<file path="src/rtl/sc_lut_pkg.sv">
// Shared constants and pipeline tag type for the sine/cosine LUT scheduler.
package sc_lut_pkg;

  localparam int ASZ_DEF     = 10;
  localparam int DSZ_DEF     = 18;
  localparam int LUT_LAT_DEF = 2;
  localparam int QUARTER     = 2 ** (ASZ_DEF - 2);
  localparam int IDW_MAX     = 4;

  typedef struct packed {
    logic               valid;
    logic [IDW_MAX-1:0] id;
  } tag_t;

endpackage

</file>
<file path="src/rtl/sc_lut_sched_rr_arb.sv">
// Round-robin one-hot arbiter: search starts at ptr, masked requesters are skipped,
// and ptr moves past the winner.
module rr_arb
  import sc_lut_pkg::*;
#(
  parameter int NREQ = 4,
  parameter int IDW  = 2
) (
  input  logic            clk,
  input  logic            rst_n,
  input  logic [NREQ-1:0] req,
  input  logic [NREQ-1:0] mask,
  output logic [NREQ-1:0] gnt,
  output logic [IDW-1:0]  gnt_id,
  output logic            gnt_vld
);

  logic [IDW-1:0]  ptr;
  logic [NREQ-1:0] elig;

  assign elig = req & ~mask;

  always_comb begin
    int idx;
    idx     = 0;
    gnt     = '0;
    gnt_id  = '0;
    gnt_vld = 1'b0;
    for (int k = 0; k < NREQ; k++) begin
      idx = int'(ptr) + k;
      if (idx >= NREQ) idx = idx - NREQ;
      if (!gnt_vld && elig[idx]) begin
        gnt[idx] = 1'b1;
        gnt_id   = IDW'(idx);
        gnt_vld  = 1'b1;
      end
    end
  end

  always_ff @(posedge clk or negedge rst_n) begin
    if (!rst_n) begin
      ptr <= '0;
    end else if (gnt_vld) begin
      ptr <= (gnt_id == IDW'(NREQ - 1)) ? '0 : gnt_id + 1'b1;
    end
  end

endmodule

</file>
<file path="src/rtl/sc_lut_sched.sv">
// Shares one dual-port sine/cosine LUT between NREQ voices; results come back
// tagged with the voice id, LUT_LAT+2 cycles after the grant edge.
module sc_lut_sched
  import sc_lut_pkg::*;
#(
  parameter int NREQ    = 4,
  parameter int ASZ     = ASZ_DEF,
  parameter int DSZ     = DSZ_DEF,
  parameter int LUT_LAT = LUT_LAT_DEF,
  parameter int IDW     = $clog2(NREQ)
) (
  input  logic                clk,
  input  logic                rst_n,
  input  logic [NREQ-1:0]     req,
  input  logic [NREQ*ASZ-1:0] phase,
  output logic [NREQ-1:0]     ack,
  output logic [ASZ-1:0]      lut_a0,
  output logic [ASZ-1:0]      lut_a1,
  input  logic [DSZ-1:0]      lut_d0,
  input  logic [DSZ-1:0]      lut_d1,
  output logic                rd_valid,
  output logic [IDW-1:0]      rd_id,
  output logic [DSZ-1:0]      rd_sin,
  output logic [DSZ-1:0]      rd_cos
);

  localparam logic [ASZ-1:0] QTR = ASZ'(2 ** (ASZ - 2));

  logic [NREQ-1:0] gnt;
  logic [IDW-1:0]  gnt_id;
  logic            gnt_vld;
  logic [ASZ-1:0]  ph_sel;
  tag_t            tag_pipe [LUT_LAT+1];

  // The voice acked this cycle is masked so a late req drop cannot double-grant.
  rr_arb #(
    .NREQ (NREQ),
    .IDW  (IDW)
  ) u_arb (
    .clk     (clk),
    .rst_n   (rst_n),
    .req     (req),
    .mask    (ack),
    .gnt     (gnt),
    .gnt_id  (gnt_id),
    .gnt_vld (gnt_vld)
  );

  assign ph_sel = phase[int'(gnt_id)*ASZ +: ASZ];

  always_ff @(posedge clk or negedge rst_n) begin
    if (!rst_n) begin
      ack      <= '0;
      lut_a0   <= '0;
      lut_a1   <= '0;
      rd_valid <= 1'b0;
      rd_id    <= '0;
      rd_sin   <= '0;
      rd_cos   <= '0;
      for (int i = 0; i <= LUT_LAT; i++) tag_pipe[i] <= '0;
    end else begin
      ack <= gnt;
      if (gnt_vld) begin
        lut_a0 <= ph_sel;
        lut_a1 <= ph_sel + QTR;
      end
      tag_pipe[0] <= tag_t'{valid: gnt_vld, id: IDW_MAX'(gnt_id)};
      for (int i = 1; i <= LUT_LAT; i++) tag_pipe[i] <= tag_pipe[i-1];
      // Last tag stage lines up with LUT data valid.
      rd_valid <= tag_pipe[LUT_LAT].valid;
      if (tag_pipe[LUT_LAT].valid) begin
        rd_id  <= tag_pipe[LUT_LAT].id[IDW-1:0];
        rd_sin <= lut_d0;
        rd_cos <= lut_d1;
      end
    end
  end

endmodule

</file>
<file path="config.mk">
export PLATFORM = sky130hd
export DESIGN_NAME = sc_lut_sched
export DESIGN_NICKNAME = d
export VERILOG_FILES = /design/src/rtl/sc_lut_pkg.sv /design/src/rtl/sc_lut_sched_rr_arb.sv /design/src/rtl/sc_lut_sched.sv
export SDC_FILE = /design/constraint.sdc
export NUM_CORES = 1
export LEC_CHECK = 0
export BUFFER_PORTS_ARGS = -buffer_cell sky130_fd_sc_hd__buf_2
export CAP_MARGIN = 25
export CORE_ASPECT_RATIO = 1.2
export CORE_MARGIN = 1.5
export CORE_UTILIZATION = 50
export DETAILED_ROUTE_END_ITERATION = 7
export GPL_TIMING_DRIVEN = 0
export HOLD_SLACK_MARGIN = 0.12
export PLACE_DENSITY_LB_ADDON = 0.1
export RECOVER_POWER = 50
export SYNTH_ARGS = -nofsm -noshare
export SYNTH_HDL_FRONTEND = slang
export SYNTH_SLANG_ARGS = --single-unit
</file>
<file path="constraint.sdc">
create_clock -name clk -period 5.32 [get_ports clk]
set_clock_uncertainty 0.1 [all_clocks]
set_input_delay 0 -clock clk [delete_from_list [all_inputs] [get_ports clk]]
set_output_delay 0 -clock clk [all_outputs]
set_load 0.01 [all_outputs]
</file>
After elaboration in Yosys (flattened, before gate mapping)
Index checks and enable logic that the tools add are counted.
{"block": "word_totals", "register_bits": 74, "input_bits": 82, "wordCells": 90}
{"block": "classes", "n_addsub": 9, "mul": 1, "n_lt_le_gt_ge": 12, "n_eq_ne": 1, "shift": 1, "muxes": 37, "n_bitwise": 5, "reduce_logical": 10}
{"op": "$ge A32 B1 Y1 const B", "count": 4}
{"op": "$lt A32 B4 Y1 const B", "count": 4}
{"op": "$mux W32", "count": 4}
{"op": "$ge A32 B4 Y1 const B", "count": 3}
{"op": "$sub A32 B4 Y32 const B", "count": 3}
{"op": "$shiftx A40 B7 Y10", "count": 1}
{"op": "$mux W1", "count": 16}
{"op": "$mux W4", "count": 4}
{"op": "$or A4 B4 Y4", "count": 3}
{"op": "$add A10 B9 Y10 const B", "count": 1}
{"op": "$mux W2", "count": 5}
{"op": "$bmux W1 S2", "count": 4}
{"op": "$demux W1 S2", "count": 4}
{"op": "$logic_and A1 B1 Y1", "count": 7}
{"op": "$add A2 B2 Y3 const B", "count": 2}
{"op": "$mul A2 B3 Y5 const B", "count": 1}
{"op": "$and A4 B4 Y4", "count": 1}
{"op": "$not A4 Y4", "count": 1}
{"op": "$sub A2 B3 Y4 const B", "count": 1}
{"op": "$add A2 B1 Y3 const B", "count": 1}
{"op": "$ge A2 B3 Y1 const B", "count": 1}
{"op": "$logic_not A1 Y1", "count": 3}
{"op": "$add A2 B1 Y2 const B", "count": 1}
{"op": "$eq A2 B2 Y1 const B", "count": 1}

Depth between registers and ports, before layout
Gate-level depths: netlist (run 1).
{"block": "logic_depth", "depth_word": 18, "ltp_mapped": 11, "ltp_nobuf": 9}

Cells and area by module
Synthesis (run 1) repeated with hierarchy kept, for this count alone.
{"block": "hier_totals", "cells_unflattened": 222, "area_unflattened_um2": 3184.3}
{"mod": "sc_lut_sched", "instances": 1, "cells_each": 147, "area_per_inst_um2": 2555.0}
{"mod": "rr_arb", "instances": 1, "cells_each": 75, "area_per_inst_um2": 629.4}

Worst setup path before layout (run 1)
No wires, ideal clock.
{"block": "synth_path", "kind": "register to register", "startpoint": "register u_arb.ptr[0]", "endpoint": "register lut_a0[8]", "setup_time_ns": 0.126, "arrival_time_ns": 2.315, "required_time_ns": 5.094, "slack_ns": 2.779, "path_stages_with_launch": 9, "path_buffers": 2, "synth_period_minus_slack_ns": 2.541, "cell_sequence": "dfrtp_1 > buf_4 > inv_2 > ha_1 > buf_2 > a2bb2oi_2 > o2111ai_4 > mux2_2 > a221o_1"}
{"block": "synth_between", "elab_chain_len": 17, "word_cells_on_any_way": 43, "classes_between": "7 x add/sub; 1 x mul; 4 x order compare; 1 x shift; 24 x mux; 6 x reduce/logical"}
{"element": "start, declared", "line": "sc_lut_sched_rr_arb.sv:18", "source": "logic [IDW-1:0] ptr;"}
{"element": "start signal, assigned", "line": "sc_lut_sched_rr_arb.sv:44", "source": "ptr <= (gnt_id == IDW'(NREQ - 1)) ? '0 : gnt_id + 1'b1;"}
{"element": "branches (longest 17 deep; another with $sub A32 B4 Y32)"}
{"element": "end signal, assigned", "line": "sc_lut_sched.sv:64", "source": "lut_a0 <= ph_sel;"}
{"element": "end, declared", "line": "sc_lut_sched.sv:17", "source": "output logic [ASZ-1:0] lut_a0,"}
Several ways; the timed one is not identified. The select of a mux whose other input is x is not followed.
A chain may end at the register's enable or synchronous reset.

Worst setup path in the final report (run 1)
{"block": "layout_path", "startpoint": "register u_arb.ptr[0]", "endpoint": "register lut_a0[0]"}
{"block": "layout_between", "elab_chain_len": 17, "word_cells_on_any_way": 43, "classes_between": "7 x add/sub; 1 x mul; 4 x order compare; 1 x shift; 24 x mux; 6 x reduce/logical"}
{"element": "branches (longest 14 deep; another with $sub A32 B4 Y32)"}
{"element": "$mux W2 *", "line": "sc_lut_sched_rr_arb.sv:32", "source": "if (!gnt_vld && elig[idx]) begin"}
{"element": "named net gnt_id[0]", "line": "sc_lut_sched.sv:30", "source": "logic [IDW-1:0] gnt_id;"}
{"element": "$mul A2 B3 Y5 *", "line": "sc_lut_sched.sv:49", "source": "assign ph_sel = phase[int'(gnt_id)*ASZ +: ASZ];"}
{"element": "$shiftx A40 B7 Y10 *", "line": "sc_lut_sched.sv:49"}
Mark *: on every way through the listed nets, which the timed path passes. The select of a mux whose other input is x is not followed.

==> results.cfg, run 1 <==
[outcome]
status = complete, but fails checks
violations = capacitance limit, slew limit

[logic_synthesis]
syn_nets = 350
synthCells = 260
synth_flop_cell = dfrtp_1
ys_warn_count = 0
ys_ff_latch = 66
syn_area_um2 = 3230
synth_most_common_cell = dfrtp_1
yosysTopAreaCellShare_pct = 51.1
yosysTopAreaCell = dfrtp_1
ys_seq_area_share_pct = 51.1
synth_edf_count = 0
synth_cell_type_count = 47
avgSynthCellArea_um2 = 12.4
yosys-top-cells-area = dfrtp_1 51%, mux2_2 14%, mux2i_1 6.5%
async_flop_share_pct = 100
synth_commonest_cells = 66 x dfrtp_1, 39 x mux2_2, 21 x mux2i_1

[floorplan]
start_util_pct = 52.7
die_area_um2 = 6950
die_w_um = 76.4
rows = 31
ios = 145
die_h_um = 91.1
coreArea_um2 = 6130

[cells_and_area]
final_layout_size_suffix_gt1_share_pct = 34.1
fin_util_pct = 79.7
nFillCells = 411
diodes = 0
nNetsFinal = 578
area_growth_syn_to_layout_pct = 51.2

[worst_hold_path]
whs_path_depth = 4
hold-path-endpoint = tag_pipe[14]
holdCritStartpoint = req[2]
hold_class = primary input to flip-flop

[global_route]
antenna_found_initial = 0
grt_max_degree = 67
grt_pass1_vias = 3129
use_met1_pct = 30.7
grt_overflow_total = 0
grtUsageMet2_pct = 48.4
grt_pass1_wl_um = 14700
grt_busiest_layer = met2
grt.total_usage_pct = 26.8
use_met3_pct = 4.72

[sta]
hold_viol_final = 0
rsz0062_at_grt = false
maxSlewHeadroom_pct = -131
min_period_ns = 3.89
max_freq_mhz = 257
tightest_slew_ns = 3.46
fin_setup_tns_ns = 0
setup_viol = 0
drv_slew = 67
fin_crit_sh_pct = 73.1

[clock_tree]
cts_root_buffer = clkbuf_8
cts_made_buffers = 9
cts_tree = built
cts.sinks = 66
postCtsSetupRepairBufs = 0
htreeDepth = 3
clk_latency_ns = 0.34
cts.clk_slew.worst_paths_ns = 0.07
clock_path_buffers = 2

[power_and_ir_drop]
ir_worst_vdd_mv = 0.435
p_per_area_nw_per_um2 = 569
p_leak_uw = 0.00223

[setup_path]
cp.required_ns = 5.45
cp-end-kind = flip-flop
regToRegSetupSlack_ns = 1.43
reg2reg_depth = 11
worstReg2RegEnd = lut_a0[0]
critPathKind = flip-flop to flip-flop
crit_fanout = 10
crit_arrival_ns = 4.02
start_kind = flip-flop
critPathSlowestCell = dlygate4sd3_1
r2r-start = u_arb.ptr[0]
slowest_delay_ns = 0.61
cp_cell_sequence = buf_4 > inv_2 > ha_1 > buf_2 > a2bb2oi_2 > o2111ai_4 > buf_4 > mux2i_1 > dlygate4sd3_1 > o221ai_1 > dlygate4sd3_1

[detailed_routing]
drtIter0Drc = 103
vias_per_cell = 5.23
vias = 3007
drtAntennaViolNets = 0
post-route-drc-count = 0
finalWirelength_um = 9020
drt_pass1_iterations = 4
wl_per_cell_um = 15.7

[placed_design]
routabilityCongestion = 0.826
dp_hpwl_um = 5200
place.port_buffers = 144

[run]
drv_cap = 1
metal layers:
metal | wire, um | share of wire [%]
met5 | 0 | 0
met4 | 237 | 2.6
met3 | 561 | 6.2
met2 | 4670 | 52
met1 | 3560 | 39
critical path: cells and delay by family, from the launching register on:
family,cells,cell delay (ns)
adder cells (fa/ha/maj),1,0.34
buffers and inverters,6,2.02
multiplexers,1,0.24
flip-flops,1,0.44
AO/OA/AOI/OAI,3,0.65
through the flow:
step                      std cells  area [um^2]  setup WS, ns  hold WS (ns)  total power (uW)
after floorplan                 260         3230          2.78        -0.396              1780
after global placement          486         4050          2.28         0.132              2160
after detailed placement        486         4060          2.27        0.0424              2190
after CTS                       575         4960          1.53         0.126              2780
after global routing            575         4890          1.19         0.164              2960
final                           575         4890          1.43         0.146              2780
timing repair:
action	in CTS	in global routing
resized for setup	0	0
hold buffers	73	0
hold endpoints to repair	115	0
registers in the layout, summed over array words and instances (netlist names):
name,flops
lut_a0,10
rd_id,2
rd_cos,18
rd_valid,1
u_arb.ptr,2
ack,4
rd_sin,18
tag_pipe,9
lut_a1,2
layout by cell type, fill, tap and decap left out, types with 2 or more instances in the layout:
master,instances
buf_4,11
nand3_1,5
nor2_1,13
mux2_2,39
nand2b_1,4
clkbuf_8,9
mux2i_1,21
a21oi_1,8
buf_1,2
clkinv_4,3
o21ai_0,4
dfrtp_1,66
and2b_1,2
o21ai_1,3
nand2_1,19
clkbuf_1,61
dlygate4sd3_1,73
buf_2,91
o221ai_1,9
inv_2,3
xnor2_1,2
a221o_1,5
ha_1,8
a31oi_1,2
nor2b_1,2
clkinv_2,2
report_power, final:
group          leakage (uW)  internal (uW)  switching [uW]  total, uW
Clock             0.0000862            170             197        367
Combinational       0.00138            801             800       1600
Sequential         0.000771            698             116        815
Total               0.00223           1670            1110       2780
cells by family (layout without fill, tap and decap cells):
family	after synthesis	after routing	synth area share [%]
AND/OR/NAND/NOR	54	54	8.68
buffers and inverters	25	258	4.53
XOR/XNOR	3	3	0.813
multiplexers	61	61	20.4
adder cells (fa/ha/maj)	8	8	3.10
flip-flops	66	66	51.1
AO/OA/AOI/OAI	43	43	11.3
final cells by class:
| cell class | instances | area (um^2) | area share, % |
|---|---|---|---|
| multi-input cells | 169 | 1430 | 29.3 |
| plain buffers | 21 | 131 | 2.69 |
| well taps | 82 | 103 | 2.10 |
| repair buffers | 217 | 1380 | 28.3 |
| clock buffers | 10 | 128 | 2.61 |
| inverters | 4 | 15.0 | 0.307 |
| flip-flops and latches | 66 | 1650 | 33.8 |
| clock inverters | 6 | 43.8 | 0.896 |
worst max path at each step:
stage / endpoint / cells after the start / from
after global placement: lut_a0[5] / 11 / u_arb.ptr[0]
final: lut_a0[0] / 11 / u_arb.ptr[0]
after global routing: rd_sin[4] / 2 / rst_n
after floorplan: lut_a0[8] / 8 / u_arb.ptr[0]
after detailed placement: lut_a0[2] / 11 / u_arb.ptr[0]
after CTS: lut_a0[7] / 11 / u_arb.ptr[0]
Note: power is estimated with default switching activity, not from simulation.
==> inputs of run 2 (changes only) <==
--- a/config.mk
+++ b/config.mk
@@ -9,7 +9,7 @@
 export CAP_MARGIN = 25
 export CORE_ASPECT_RATIO = 1.2
 export CORE_MARGIN = 1.5
-export CORE_UTILIZATION = 50
+export CORE_UTILIZATION = 47
 export DETAILED_ROUTE_END_ITERATION = 7
 export GPL_TIMING_DRIVEN = 0
 export HOLD_SLACK_MARGIN = 0.12
==> constraint.sdc (replaced) <==
create_clock -name clk -period 3.8 [get_ports clk]
set_clock_uncertainty 0.1 [all_clocks]
set_input_delay 0 -clock clk [delete_from_list [all_inputs] [get_ports clk]]
set_output_delay 0 -clock clk [all_outputs]
set_load 0.01 [all_outputs]
==> results.cfg, run 2 (synthesized netlist as in run 1, its figures left out) <==
[outcome]
status = complete, but fails checks
violations = capacitance limit, slew limit

[setup_path]
critPathKind = flip-flop to flip-flop
critPathSlowestCell = dlygate4sd3_1
critPathTopFamily = buffers and inverters
cp-end-kind = flip-flop
cp_cell_sequence = buf_6 > clkinvlp_4 > ha_1 > buf_2 > a2bb2oi_2 > o2111ai_4 > buf_6 > mux2i_1 > dlygate4sd3_1 > o221ai_1 > dlygate4sd3_1
start_kind = flip-flop
crit_arrival_ns = 3.74
crit_buf_inv = 6
crit_fanout = 10
cp.required_ns = 3.92
slowest_delay_ns = 0.58

[sta]
fin_crit_sh_pct = 95.5
drv_slew = 67
hold_viol_final = 0
max_freq_mhz = 276
rsz0062_at_grt = false
tightest_slew_ns = 1.58
min_period_ns = 3.63
setup_viol = 0
fin_setup_tns_ns = 0
maxSlewHeadroom_pct = -5.07

[detailed_routing]
wl_per_cell_um = 14.5
vias = 2922
finalWirelength_um = 8450
drt_pass1_iterations = 4
drtAntennaViolNets = 0
post-route-drc-count = 0
drtIter0Drc = 85
vias_per_cell = 5.03

[floorplan]
die_area_um2 = 7380
die_h_um = 93.8
start_util_pct = 49.5
die_w_um = 78.7
coreArea_um2 = 6530
ios = 145
rows = 32

[power_and_ir_drop]
p_sw_share_pct = 37.7
p_leak_uw = 0.00228
clkPwrFrac_pct = 16.3
p_comb_share_pct = 56.0
switchingPower_uw = 1540
ir_worst_vdd_mv = 0.481
p_per_area_nw_per_um2 = 815
power.internal_uw = 2530
p_seq_share_pct = 27.7

[global_route]
grt_pass1_vias = 2922
grt_pass1_wl_um = 13000
grt_max_degree = 67
antenna_found_initial = 0
grt_overflow_total = 0
grt.total_usage_pct = 22.4

[cells_and_area]
final_layout_size_suffix_gt1_share_pct = 35.9
diodes = 0
top_regs = rd_cos (18), rd_sin (18), lut_a0 (10)
nNetsFinal = 581
layout_commonest_cell = buf_2
area_growth_syn_to_layout_pct = 54.5
mostFrequentLayoutCells = 91 x buf_2, 72 x dlygate4sd3_1, 64 x dfrtp_1
postLayoutCellArea_um2 = 4990
nFillCells = 458

[clock_tree]
clock_path_buffers = 2
clk_latency_ns = 0.33
cts_made_buffers = 9
cts_root_buffer = clkbuf_8
htreeDepth = 3
cts_tree = built
cts.sinks = 66
cts.clk_slew.worst_paths_ns = 0.08

[placed_design]
place_area_um2 = 4060
routabilityCongestion = 0.866
dp_hpwl_um = 5210
place.port_buffers = 144

[run]
drv_cap = 1

[worst_hold_path]
hold_class = primary input to flip-flop
==> run 2: cell types whose count changed in the layout (fill, tap and decap cells not counted), moves of 2 or more <==
cell,delta
buf_6,+2
bufinv_16,+2
clkbuf_1,-3
clkbuf_2,+2
dfrtp_1,-2
dfrtp_2,+2
==> run 2: stage by stage <==
| stage | worst slack (ns) | total power (uW) | hold WS, ns | instances | utilization, % |
|---|---|---|---|---|---|
| after floorplan | 1.26 | 2500 | -0.396 | 260 | - |
| after global placement | 0.741 | 3030 | 0.132 | 489 | 62.2 |
| after detailed placement | 0.701 | 3060 | 0.0485 | 489 | 62.2 |
| after CTS | 0.0321 | 4000 | 0.131 | 577 | 76.7 |
| after global routing | 0.0188 | 4330 | 0.167 | 581 | 76.5 |
| final | 0.171 | 4070 | 0.150 | 581 | 76.5 |
==> run 2: area by class of cell <==
type	count	area [um^2]	area share, %
Buffer	21	148	2.96
Clock buffer	10	138	2.76
Clock inverter	6	90.1	1.80
Inverter	4	21.3	0.426
Tap cell	85	106	2.13
Sequential cell	66	1650	33.1
Multi-Input combinational cell	169	1430	28.7
Timing Repair Buffer	220	1400	28.1
==> run 2: repair_timing <==
action | in CTS | in global routing
gates resized for setup | 0 | 10
hold buffers | 72 | 0
buffers inserted | 0 | 4
hold endpoints to repair | 114 | 0
endpoints found under the setup margin | 0 | 9
==> run 2: power by group through the flow <==
stage	combinational, uW	sequential [uW]	clock [uW]
finish	2280	1130	664
global placement	1900	1120	0
floorplan	1280	1220	0
global route	2460	1160	703
CTS	2210	1120	674
detailed placement	1930	1130	0
==> run 2: worst paths after layout <==
kind / start / end / slack [ns] / cells after the start
setup / recovery: u_arb.ptr[1] / lut_a0[9] / 0.17 / 11
hold / removal: req[3] / tag_pipe[11] / 0.15 / 5
setup reg to reg: u_arb.ptr[1] / lut_a0[9] / 0.17 / 11
hold reg to reg: tag_pipe[11] / tag_pipe[6] / 0.25 / 0
max in group asynchronous: rst_n / u_arb.ptr[0] / 2.04 / 2
min in group asynchronous: rst_n / rd_cos[8] / 0.51 / 2
==> run 2: worst min-delay path: cells and delay by family <==
family          cells  cell delay, ns
buf+inv             2            0.19
simple gates        2            0.20
compound gates      1            0.14
==> run 2: layer usage <==
layer  track usage (%)  share of wire (%)  up-vias
met5                 0                  0        -
met3              3.59                5.6        7
met4              7.29               0.93        0
met2              42.2                 54      111
li1                  -                  -     1399
met1              25.6                 39     1405
==> inputs of run 3 (changes only) <==
--- a/config.mk
+++ b/config.mk
@@ -7,9 +7,11 @@
 export LEC_CHECK = 0
 export BUFFER_PORTS_ARGS = -buffer_cell sky130_fd_sc_hd__buf_2
 export CAP_MARGIN = 25
+export CELL_PAD_IN_SITES_DETAIL_PLACEMENT = 1
+export CELL_PAD_IN_SITES_GLOBAL_PLACEMENT = 1
 export CORE_ASPECT_RATIO = 1.2
 export CORE_MARGIN = 1.5
-export CORE_UTILIZATION = 47
+export CORE_UTILIZATION = 36
 export DETAILED_ROUTE_END_ITERATION = 7
 export GPL_TIMING_DRIVEN = 0
 export HOLD_SLACK_MARGIN = 0.12
==> results.cfg, run 3 (synthesized netlist as in run 1, its figures left out) <==
[outcome]
status = complete, but fails checks
violations = capacitance limit, slew limit

[cells_and_area]
top_regs = rd_cos (18), rd_sin (18), lut_a0 (10)
final_cells = 616
seq_area_um2 = 1650
mostFrequentLayoutCells = 91 x buf_2, 80 x dlygate4sd3_1, 66 x dfrtp_1
diodes = 0
multi_input_area_um2 = 1430
final_layout_size_suffix_gt1_share_pct = 34.1
nNetsFinal = 585
area_growth_syn_to_layout_pct = 56.9
nFillCells = 988
layout_commonest_cell = buf_2

[global_route]
grt_pass1_wl_um = 16000
grt_overflow_total = 0
grt_pass1_vias = 3315
grt_max_degree = 67
antenna_found_initial = 0
grt.total_usage_pct = 22.2

[setup_path]
cp-end-kind = flip-flop
crit_fanout = 10
cp.required_ns = 3.93
critPathKind = flip-flop to flip-flop
start_kind = flip-flop
regToRegSetupSlack_ns = 0.21
worstReg2RegEnd = lut_a0[7]
cp-startpoint = u_arb.ptr[0]
r2r-start = u_arb.ptr[0]
crit_arrival_ns = 3.72
endpoint = lut_a0[7]
reg2reg_depth = 10

[floorplan]
coreArea_um2 = 8660
start_util_pct = 37.3
ios = 145
rows = 37
die_area_um2 = 9550
die_w_um = 89.5
die_h_um = 107

[sta]
drv_slew = 67
fin_setup_tns_ns = 0
min_period_ns = 3.59
timing.hold.ws_ns = 0.159
maxSlewHeadroom_pct = -8.49
rsz0062_at_grt = false
max_freq_mhz = 278
setup_viol = 0
tightest_slew_ns = 1.63
hold_viol_final = 0
fin_crit_sh_pct = 94.6

[detailed_routing]
drt_pass1_iterations = 4
vias_per_cell = 4.91
post-route-drc-count = 0
wl_per_cell_um = 16.9
finalWirelength_um = 10400
vias = 3023
drtAntennaViolNets = 0
drtIter0Drc = 74

[placed_design]
place.port_buffers = 144
placed_cells = 521
dp_hpwl_um = 6280
routabilityCongestion = 0.766

[power_and_ir_drop]
p_leak_uw = 0.00230
p_per_area_nw_per_um2 = 801
ir_worst_vdd_mv = 0.439
p_total_uw = 4060

[clock_tree]
clock_path_buffers = 2
cts.clk_slew.worst_paths_ns = 0.08
clk_latency_ns = 0.34
cts.sinks = 66
htreeDepth = 3
cts_tree = built
postCtsSetupRepairBufs = 0
cts_root_buffer = clkbuf_8
cts_made_buffers = 9

[worst_hold_path]
hold_class = primary input to flip-flop

[run]
drv_cap = 1
[run 3: cell count changes in the layout (fill, tap and decap cells not counted), moves of 2 or more]
cell / change
buf_6: -2
dfrtp_1: +2
dfrtp_2: -2
dlygate4sd3_1: +8
[run 3: power breakdown]
part / total, uW / switching [uW] / internal, uW
clock: 722 / 287 / 436
sequential: 1140 / 166 / 977
combinational: 2200 / 1140 / 1050
total: 4060 / 1600 / 2470
[run 3: layer usage]
metal  global-route usage, %  wire length [um]  vias to the layer above
met5                       0                 0                        -
met4                    7.91               221                        0
met3                    4.62               475                       18
met2                    42.3              5780                       93
met1                    23.2              3940                     1503
li1                        -                 -                     1409
[run 3: how the worst min path moves through the flow]
| stage | slack [ns] | from | endpoint | depth (start not counted) |
|---|---|---|---|---|
| final | 0.16 | req[2] | tag_pipe[14] | 4 |
| after global routing | 0.20 | req[2] | tag_pipe[14] | 4 |
| after CTS | 0.15 | req[2] | tag_pipe[14] | 4 |
| after detailed placement | 0.06 | rst_n | rd_sin[8] | 1 |
| after global placement | 0.13 | lut_d0[3] | rd_sin[3] | 2 |
| after floorplan | -0.40 | rst_n | ack[0] | 0 |
[run 3: through the flow]
step	util, %	cell area (um^2)	setup slack, ns
final	58.6	5070	0.206
after global routing	58.6	5070	0.000474
after CTS	59.4	5140	0.0329
after detailed placement	47.4	4100	0.572
after global placement	47.3	4100	0.695
after floorplan	-	3230	1.26
[run 3: what timing repair did]
item | CTS | global route
gates resized for setup | 0 | 2
setup endpoints to repair | 0 | 1
hold buffers | 80 | 0
hold endpoints to repair | 114 | 0
[run 3: area by class of cell]
cell class                      count  area share, %
Buffer                             21           2.62
Sequential cell                    66           32.6
Clock inverter                      6           2.27
Clock buffer                        9           2.44
Inverter                            4          0.296
Timing Repair Buffer              224           28.7
Tap cell                          117           2.89
Multi-Input combinational cell    169           28.3
[run 3: worst max-delay path, cell delays in order, from the launching register on]
cell and delay, ns:
dfrtp_1 0.44, buf_4 0.23, inv_2 0.11, ha_1 0.35, buf_2 0.20, a2bb2oi_2 0.18, o2111ai_4 0.35, mux2i_1 0.23
dlygate4sd3_1 0.58, o221ai_1 0.11, dlygate4sd3_1 0.59
